`src/rtl/riscv_pkg.sv`:
```
// Shared constants and IF/ID control encoding for the RISC-V core pipeline.
// Consumed by if_stage, if_id_reg and the testbench.
package riscv_pkg;

    localparam int          XLEN_DEF      = 32;
    localparam logic [31:0] RESET_PC_C    = 32'h0000_0000;
    localparam logic [31:0] NOP_INSTR_C   = 32'h0000_0013;

    typedef enum logic [1:0] {
        IFID_CAPTURE = 2'd0,
        IFID_HOLD    = 2'd1,
        IFID_BUBBLE  = 2'd2
    } ifid_act_e;

    // Flush and redirect both squash the fetched word; either beats a decode stall.
    function automatic ifid_act_e ifid_action(input logic flush,
                                              input logic redirect,
                                              input logic stall);
        ifid_act_e act;
        if (flush || redirect) begin
            act = IFID_BUBBLE;
        end else if (stall) begin
            act = IFID_HOLD;
        end else begin
            act = IFID_CAPTURE;
        end
        return act;
    endfunction

endpackage

```
`src/rtl/if_id_reg.sv`:
```
// IF/ID pipeline register: captures, holds or replaces its contents with a bubble
// (NOP_INSTR at pc 0, marked invalid).
module if_id_reg
    import riscv_pkg::*;
#(
    parameter int          XLEN      = XLEN_DEF,
    parameter logic [31:0] NOP_INSTR = NOP_INSTR_C
) (
    input  logic            clk,
    input  logic            rstn,
    input  ifid_act_e       act,
    input  logic [XLEN-1:0] pc_in,
    input  logic [31:0]     instr_in,
    output logic [XLEN-1:0] pcD,
    output logic [XLEN-1:0] pcplus4D,
    output logic [31:0]     instrD,
    output logic            validD
);

    logic [XLEN-1:0] pc_q, pc_d;
    logic [XLEN-1:0] pcplus4_q, pcplus4_d;
    logic [31:0]     instr_q, instr_d;
    logic            valid_q, valid_d;

    // Next IF/ID contents from the selected action.
    always_comb begin
        pc_d      = pc_q;
        pcplus4_d = pcplus4_q;
        instr_d   = instr_q;
        valid_d   = valid_q;
        case (act)
            IFID_BUBBLE: begin
                pc_d      = {XLEN{1'b0}};
                pcplus4_d = XLEN'(32'd4);
                instr_d   = NOP_INSTR;
                valid_d   = 1'b0;
            end
            IFID_CAPTURE: begin
                pc_d      = pc_in;
                pcplus4_d = pc_in + XLEN'(32'd4);
                instr_d   = instr_in;
                valid_d   = 1'b1;
            end
            IFID_HOLD: begin
                pc_d      = pc_q;
                pcplus4_d = pcplus4_q;
                instr_d   = instr_q;
                valid_d   = valid_q;
            end
            default: begin
                pc_d      = pc_q;
                pcplus4_d = pcplus4_q;
                instr_d   = instr_q;
                valid_d   = valid_q;
            end
        endcase
    end

    // IF/ID state; reset contents match a bubble.
    always_ff @(posedge clk or negedge rstn) begin
        if (!rstn) begin
            pc_q      <= {XLEN{1'b0}};
            pcplus4_q <= XLEN'(32'd4);
            instr_q   <= NOP_INSTR;
            valid_q   <= 1'b0;
        end else begin
            pc_q      <= pc_d;
            pcplus4_q <= pcplus4_d;
            instr_q   <= instr_d;
            valid_q   <= valid_d;
        end
    end

    assign pcD      = pc_q;
    assign pcplus4D = pcplus4_q;
    assign instrD   = instr_q;
    assign validD   = valid_q;

endmodule

```
`src/rtl/if_stage.sv`:
```
// Instruction-fetch stage: fetch PC, redirect/stall handling, IF/ID register and counters.
// Optional IF_MISALIGN_CHK_EN: align redirect targets and flag misaligned ones (sticky).
module if_stage
    import riscv_pkg::*;
#(
    parameter int              XLEN      = XLEN_DEF,
    parameter logic [XLEN-1:0] RESET_PC  = XLEN'(RESET_PC_C),
    parameter logic [31:0]     NOP_INSTR = NOP_INSTR_C
) (
    input  logic            clk,
    input  logic            rstn,
    input  logic            stallF,
    input  logic            stallD,
    input  logic            flushD,
    input  logic            redirect_valid,
    input  logic [XLEN-1:0] redirect_pc,
    output logic [XLEN-1:0] im_addr,
    input  logic [31:0]     im_rdata,
    output logic [XLEN-1:0] pcD,
    output logic [XLEN-1:0] pcplus4D,
    output logic [31:0]     instrD,
    output logic            validD,
    output logic [31:0]     fetch_cnt,
    output logic [31:0]     bubble_cnt,
    output logic            misalign_err
);

    logic [XLEN-1:0] pcf_q, pcf_d;
    logic [XLEN-1:0] redirect_tgt_s;
    logic            misalign_q, misalign_d;
    logic [31:0]     fetch_cnt_q, fetch_cnt_d;
    logic [31:0]     bubble_cnt_q, bubble_cnt_d;
    ifid_act_e       ifid_act_s;

`ifdef IF_MISALIGN_CHK_EN
    // Redirect target is word-aligned; a misaligned request latches the error.
    always_comb begin
        redirect_tgt_s = {redirect_pc[XLEN-1:2], 2'b00};
        if (redirect_valid && (redirect_pc[1:0] != 2'b00)) begin
            misalign_d = 1'b1;
        end else begin
            misalign_d = misalign_q;
        end
    end
`else
    assign redirect_tgt_s = redirect_pc;
    assign misalign_d     = 1'b0;
`endif

    // Next fetch PC: redirect beats stall; sequential fetch wraps at XLEN bits.
    always_comb begin
        pcf_d = pcf_q;
        if (redirect_valid) begin
            pcf_d = redirect_tgt_s;
        end else if (stallF) begin
            pcf_d = pcf_q;
        end else begin
            pcf_d = pcf_q + XLEN'(32'd4);
        end
    end

    assign ifid_act_s = ifid_action(flushD, redirect_valid, stallD);

    // Fetch/bubble counters step once per IF/ID update of the matching kind.
    always_comb begin
        fetch_cnt_d  = fetch_cnt_q;
        bubble_cnt_d = bubble_cnt_q;
        case (ifid_act_s)
            IFID_BUBBLE:  bubble_cnt_d = bubble_cnt_q + 32'd1;
            IFID_CAPTURE: fetch_cnt_d  = fetch_cnt_q + 32'd1;
            IFID_HOLD: begin
                fetch_cnt_d  = fetch_cnt_q;
                bubble_cnt_d = bubble_cnt_q;
            end
            default: begin
                fetch_cnt_d  = fetch_cnt_q;
                bubble_cnt_d = bubble_cnt_q;
            end
        endcase
    end

    // Fetch PC, counters and sticky error state.
    always_ff @(posedge clk or negedge rstn) begin
        if (!rstn) begin
            pcf_q        <= RESET_PC;
            fetch_cnt_q  <= 32'd0;
            bubble_cnt_q <= 32'd0;
            misalign_q   <= 1'b0;
        end else begin
            pcf_q        <= pcf_d;
            fetch_cnt_q  <= fetch_cnt_d;
            bubble_cnt_q <= bubble_cnt_d;
            misalign_q   <= misalign_d;
        end
    end

    if_id_reg #(
        .XLEN      (XLEN),
        .NOP_INSTR (NOP_INSTR)
    ) u_if_id_reg (
        .clk      (clk),
        .rstn     (rstn),
        .act      (ifid_act_s),
        .pc_in    (pcf_q),
        .instr_in (im_rdata),
        .pcD      (pcD),
        .pcplus4D (pcplus4D),
        .instrD   (instrD),
        .validD   (validD)
    );

    assign im_addr      = pcf_q;
    assign fetch_cnt    = fetch_cnt_q;
    assign bubble_cnt   = bubble_cnt_q;
    assign misalign_err = misalign_q;

endmodule

```
`config.mk`:
```
export PLATFORM = sky130hd
export DESIGN_NAME = if_stage
export DESIGN_NICKNAME = d
export VERILOG_FILES = /design/src/rtl/riscv_pkg.sv /design/src/rtl/if_id_reg.sv /design/src/rtl/if_stage.sv
export SDC_FILE = /design/constraint.sdc
export NUM_CORES = 1
export LEC_CHECK = 0
export BUFFER_PORTS_ARGS = -buffer_cell sky130_fd_sc_hd__buf_4
export CAP_MARGIN = 20
export CORE_UTILIZATION = 40
export CTS_BUF_LIST = sky130_fd_sc_hd__clkbuf_8 sky130_fd_sc_hd__clkbuf_16
export CTS_CLUSTER_DIAMETER = 30
export CTS_CLUSTER_SIZE = 24
export DETAILED_ROUTE_END_ITERATION = 10
export PLACE_DENSITY = 0.75
export SYNTH_ARGS = -nofsm -noshare
export SYNTH_HDL_FRONTEND = slang
export SYNTH_SLANG_ARGS = --single-unit
```
`constraint.sdc`:
```
create_clock -name clk -period 3.4 [get_ports clk]
set_input_delay 0.51 -clock clk [delete_from_list [all_inputs] [get_ports clk]]
set_output_delay 0.51 -clock clk [all_outputs]
set_load 0.05 [all_outputs]
```
# After elaboration in Yosys (flattened, before gate mapping)

Index checks and enable logic that the tools add are counted.

Register bits after elaboration: 193
Input bits: 70
Output and inout bits: 194

Add/sub/neg operators: 3
Equal/unequal tests: 2
Multiplexer cells: 8
Reduce and logical (&&, ||, !) cells: 3

Operators with widths:

| cell                                                             | count |
|---|---|
| 32-bit one-hot mux with 2 select lines                           | 3 |
| 32-bit by 1-bit adder with 32-bit output (second input constant) | 2 |
| 32-bit two-way mux                                               | 2 |
| 32-bit by 3-bit adder with 32-bit output (second input constant) | 1 |
| 2-bit == test (second input constant)                            | 1 |
| 2-bit zero test                                                  | 1 |
| 2-bit two-way mux                                                | 1 |
| 2-bit by 1-bit != test with 1-bit output (second input constant) | 1 |
| 1-bit one-hot mux with 2 select lines                            | 1 |
| 2-bit nonzero test                                               | 1 |
| 1-bit logical OR                                                 | 1 |
| 1-bit two-way mux                                                | 1 |

# Depth between registers and ports, before layout

Depth in word-level cells: 4
Mapped depth: 8
Depth with buffers taken out: 6

# By module

A second synthesis with hierarchy kept.

Cells, all modules: 863
Area, all modules: 8997.4 µm²

By module, submodules not included:

| module    | instances | area an instance (µm²) | cells each | sequential area each (µm²) |
|---|---|---|---|---|
| if_stage  | 1         | 4794.6                 | 477        | 2402.3 |
| if_id_reg | 1         | 4202.8                 | 386        | 2382.3 |

# Least setup slack after synthesis

OpenSTA, ideal clock, no wires.

Path kind: reg-to-reg
From: register pcf_q[2], in the netlist im_addr[2]
To: register u_if_id_reg.pcplus4_q[26], in the netlist u_if_id_reg.pcplus4D[26]
Arrival time: 2.233 ns
Required time: 3.322 ns
Library setup time: 0.078 ns
Cell stages (with the launch flop): 7
Path buffers: 0
Setup slack: 1.089 ns
Cell sequence: dfrtp_1 ha_1 nand3_4 nor4_1 nand4_1 xor2_1 a21oi_1

Word-level cells in the longest chain between the ends: 2

Ends and longest elaborated chain:

| what                                     | RTL line        | RTL |
|---|---|---|
| from (decl)                              | if_stage.sv:28  | `logic [XLEN-1:0] pcf_q, pcf_d;` |
| from (signal assigned)                   | if_stage.sv:90  | `pcf_q <= pcf_d;` |
| 32-bit by 3-bit adder with 32-bit output | if_id_reg.sv:40 | `pcplus4_d = pc_in + XLEN'(32'd4);` |
| 32-bit one-hot mux with 2 select lines   | if_id_reg.sv:31 | `case (act)` |
| to (signal assigned)                     | if_id_reg.sv:63 | `pcplus4_q <= XLEN'(32'd4);` |
| to (signal assigned)                     | if_id_reg.sv:68 | `pcplus4_q <= pcplus4_d;` |
| to (decl)                                | if_id_reg.sv:21 | `logic [XLEN-1:0] pcplus4_q, pcplus4_d;` |

Every way passes these cells.
A chain may end at the register's enable or synchronous reset.

# Worst setup path after layout

From: register pcf_q[2], in the netlist im_addr[2]
To: register pcf_q[26], in the netlist im_addr[26]

Word-level cells in the longest chain between the ends: 3

Ends and longest elaborated chain:

| what                                     | RTL line       | RTL |
|---|---|---|
| 32-bit by 3-bit adder with 32-bit output | if_stage.sv:58 | `pcf_d = pcf_q + XLEN'(32'd4);` |
| 32-bit two-way mux                       | if_stage.sv:55 | `end else if (stallF) begin` |
| 32-bit two-way mux                       | if_stage.sv:53 | `if (redirect_valid) begin` |

Every way passes these cells. The select of a mux whose other input is x is not followed.

==> results.ini <==
[cells_and_area]
area_growth_pct=31.3
fin_nets=1146
insertedDiodeCount=0
fillers=1926
multi_input_area_sq_um=3800
drive_gt1_frac=0.298
seqCellArea_sq_um=4780

[floorplanning]
floorplan.rows=54
dieArea_sq_um=22800
die_w_microns=151
start_util=0.407
ios=264
core_area_sq_um=21800
die_h_microns=151

[placed_design]
io_buffers=262
dp_hpwl_mm=17.2
pre_cts_slack_ns=0.780
gp_congestion=0.846

[logic_synthesis]
synth_cells=839
yosysTopAreaCell=dfrtp_1
ys_ff_latch=191
yosysTopAreaCellShare=0.528
synth_top_family_by_area=simple AND/OR/NAND/NOR gates
yosysWarningCount=0
syn_avg_cell_area_sq_um=10.6
syn_area_sq_um=8860
synthMuxAreaShare=0.0795
synth.most_common_cell=dfrtp_1
synth-edff-count=0
yosys-top-cells-area=dfrtp_1, xnor2_1, mux2i_1, nor2_1, xor2_1
ys_seq_area_frac=0.540
synth-adder-area-share=0.00423
yosys_most_used_dff=dfrtp_1
netlist_top_cells_count=dfrtp_1, nor2_1, xnor2_1, nand2_1, mux2i_1
async_flop_share=1.00
ys_types=49
yosys.area_share.simple=0.180
synth_compound_area_frac=0.0488
synth_xor_area_frac=0.116
mappedNetlistNets=912

[critical_path]
path_buf_inv=0
worst_setup_path_start_kind=flop
endpoint_kind=flop
worstPathArrival_ns=2.86
worstSetupPathType=flop to flop
crit_family=simple AND/OR/NAND/NOR gates
max_stage_delay_ns=0.87
path_max_fanout=9
slowest_stage=nor4_1
cp_cell_sequence=ha_1 > nand3_4 > nor4_1 > nand4_1 > xor2_1 > o21ai_0
cp_data_required_time_ns=3.75

[cts]
h-tree-depth=4
clkSlewWorstSetupHoldPaths_ns=0.08
cts.path.max_buffers=2
root_buffer=clkbuf_16
cts_resized=0
clock-sinks=191
clock_latency_ns=0.44
cts_tree=yes
numCtsBuffers=17
ctsHoldBuffers=0
postCtsSetupBuffers=0

[global_route]
antenna_found_initial=0
overflow=0
grt.total_usage=0.216
grt_max_degree=84
grt_pass1_wl_mm=37.4
grt_pass1_vias=7045

[drt]
dr.pass1.iters=5
wl_per_cell_microns=17.7
wl_met3_mm=2.14
via_per_inst=5.19
drc_errors=0
wl_met1_mm=10.1
top_layer=met4
drt_wl_total_mm=24.2
drtAntennaViolNets=0
dr_total_vias=7094
dr_wl_met2_mm=11.6
drt-initial-drc-count=297

[timing]
maxSlewHeadroom=0.324
fin_skew_ns=0.0119
rsz0062_at_grt=no
drv_slew=0
fin_crit_sh=0.736
hold_viol=0
setup_slack_ns=0.898
finalSetupViolations=0
tightest_slew_ns=1.01
final.setup.tns_ns=0
period_needed_ns=2.50
fmax_ghz=0.400

[job]
drv_cap=0

[pwr]
power.density_nw_per_um2=516
max-vdd-ir-drop_v=0.000308
total_leakage_power_nw=5.63

[status]
outcome=finished, final reports clean

[hold_path]
hold_path_class=primary input to asynchronous set/reset pin

==> worst register-to-register path, delay by kind of cell, from the launching register on <==
family          cells  cell delay [ns]
xor+xnor            1             0.18
flops               1             0.50
fa+ha+maj           1             0.33
compound gates      1             0.15
simple gates        3             1.26
==> where the power goes <==
group          internal, W  total [W]  switching (W)
clock              0.00111    0.00207       0.000956
combinational     0.000428    0.00130       0.000872
sequential         0.00241    0.00264       0.000227
==> final cells by class <==
type                            count  area share
Tap cell                          280      0.0301
Inverter                            9     0.00290
Timing Repair Buffer              271       0.178
Clock inverter                     15      0.0152
Sequential cell                   191       0.411
Clock buffer                       17      0.0366
Multi-Input combinational cell    583       0.327
==> sequential cells by signal (all words and copies together) (netlist names) <==
signal,cells
im_addr,32
u_if_id_reg.pcD,32
u_if_id_reg.validD,1
u_if_id_reg.instrD,32
fetch_cnt,32
u_if_id_reg.pcplus4D,30
bubble_cnt,32
==> layout by cell type (no fill, tap or decap), types with 4 or more instances in the layout <==
cell type  instances
a21oi_1           25
and2_1             6
and3_1            12
and4_1            10
buf_4            268
clkbuf_16         17
clkinv_4           4
dfrtp_1          187
dfstp_2            4
inv_1             10
inv_8              4
mux2i_1           67
nand2_1           70
nand3_1           36
nand4_1           22
nor2_1           100
nor3_1            18
nor4_1            10
o21ai_0           49
xnor2_1           85
xor2_1            32
==> logic make-up (layout without fill, tap and decap cells) <==
| family | count (synthesis) | after routing |
|---|---|---|
| buffers and inverters | 65 | 312 |
| adder cells (fa/ha/maj) | 3 | 3 |
| multiplexers | 70 | 70 |
| flip-flops | 191 | 191 |
| XOR/XNOR | 117 | 117 |
| other | 1 | 1 |
| AO/OA/AOI/OAI | 82 | 82 |
| AND/OR/NAND/NOR | 310 | 310 |
==> layer usage <==
metal | GRT usage | vias to the layer above
li1 | - | 3322
met1 | 0.273 | 3477
met2 | 0.352 | 263
met3 | 0.0623 | 32
met4 | 0.0780 | 0
met5 | 0 | -
==> through the flow <==
stage / power [W] / std cells / hold slack (ns) / cell area, sq um / util
finish: 0.00601 / 1366 / 0.130 / 11600 / 0.535
global route: 0.00624 / 1366 / 0.153 / 11600 / 0.535
global placement: 0.00396 / 1334 / 0.464 / 11000 / 0.507
CTS: 0.00606 / 1366 / 0.147 / 11600 / 0.535
floorplan: 0.00349 / 839 / 0.214 / 8860 / -
detailed placement: 0.00399 / 1334 / 0.470 / 11000 / 0.507
==> worst paths after layout <==
check / from / end / slack, ns / cells past startpoint
worst max-delay path: im_addr[2]$_DFFE_PN0N_ / im_addr[26]$_DFFE_PN0N_ / 0.90 / 6
worst min-delay path: rstn / bubble_cnt[26]$_DFFE_PN0N_ / 0.13 / 1
worst max register to register: im_addr[2]$_DFFE_PN0N_ / im_addr[26]$_DFFE_PN0N_ / 0.90 / 6
worst min register to register: u_if_id_reg.validD$_DFFE_PN0P_ / u_if_id_reg.validD$_DFFE_PN0P_ / 0.48 / 1
max in group asynchronous: rstn / im_addr[30]$_DFFE_PN0N_ / 2.43 / 2
min in group clk: redirect_pc[19] / im_addr[19]$_DFFE_PN0N_ / 0.28 / 3
No activity file was read; power rests on OpenSTA's default activity.
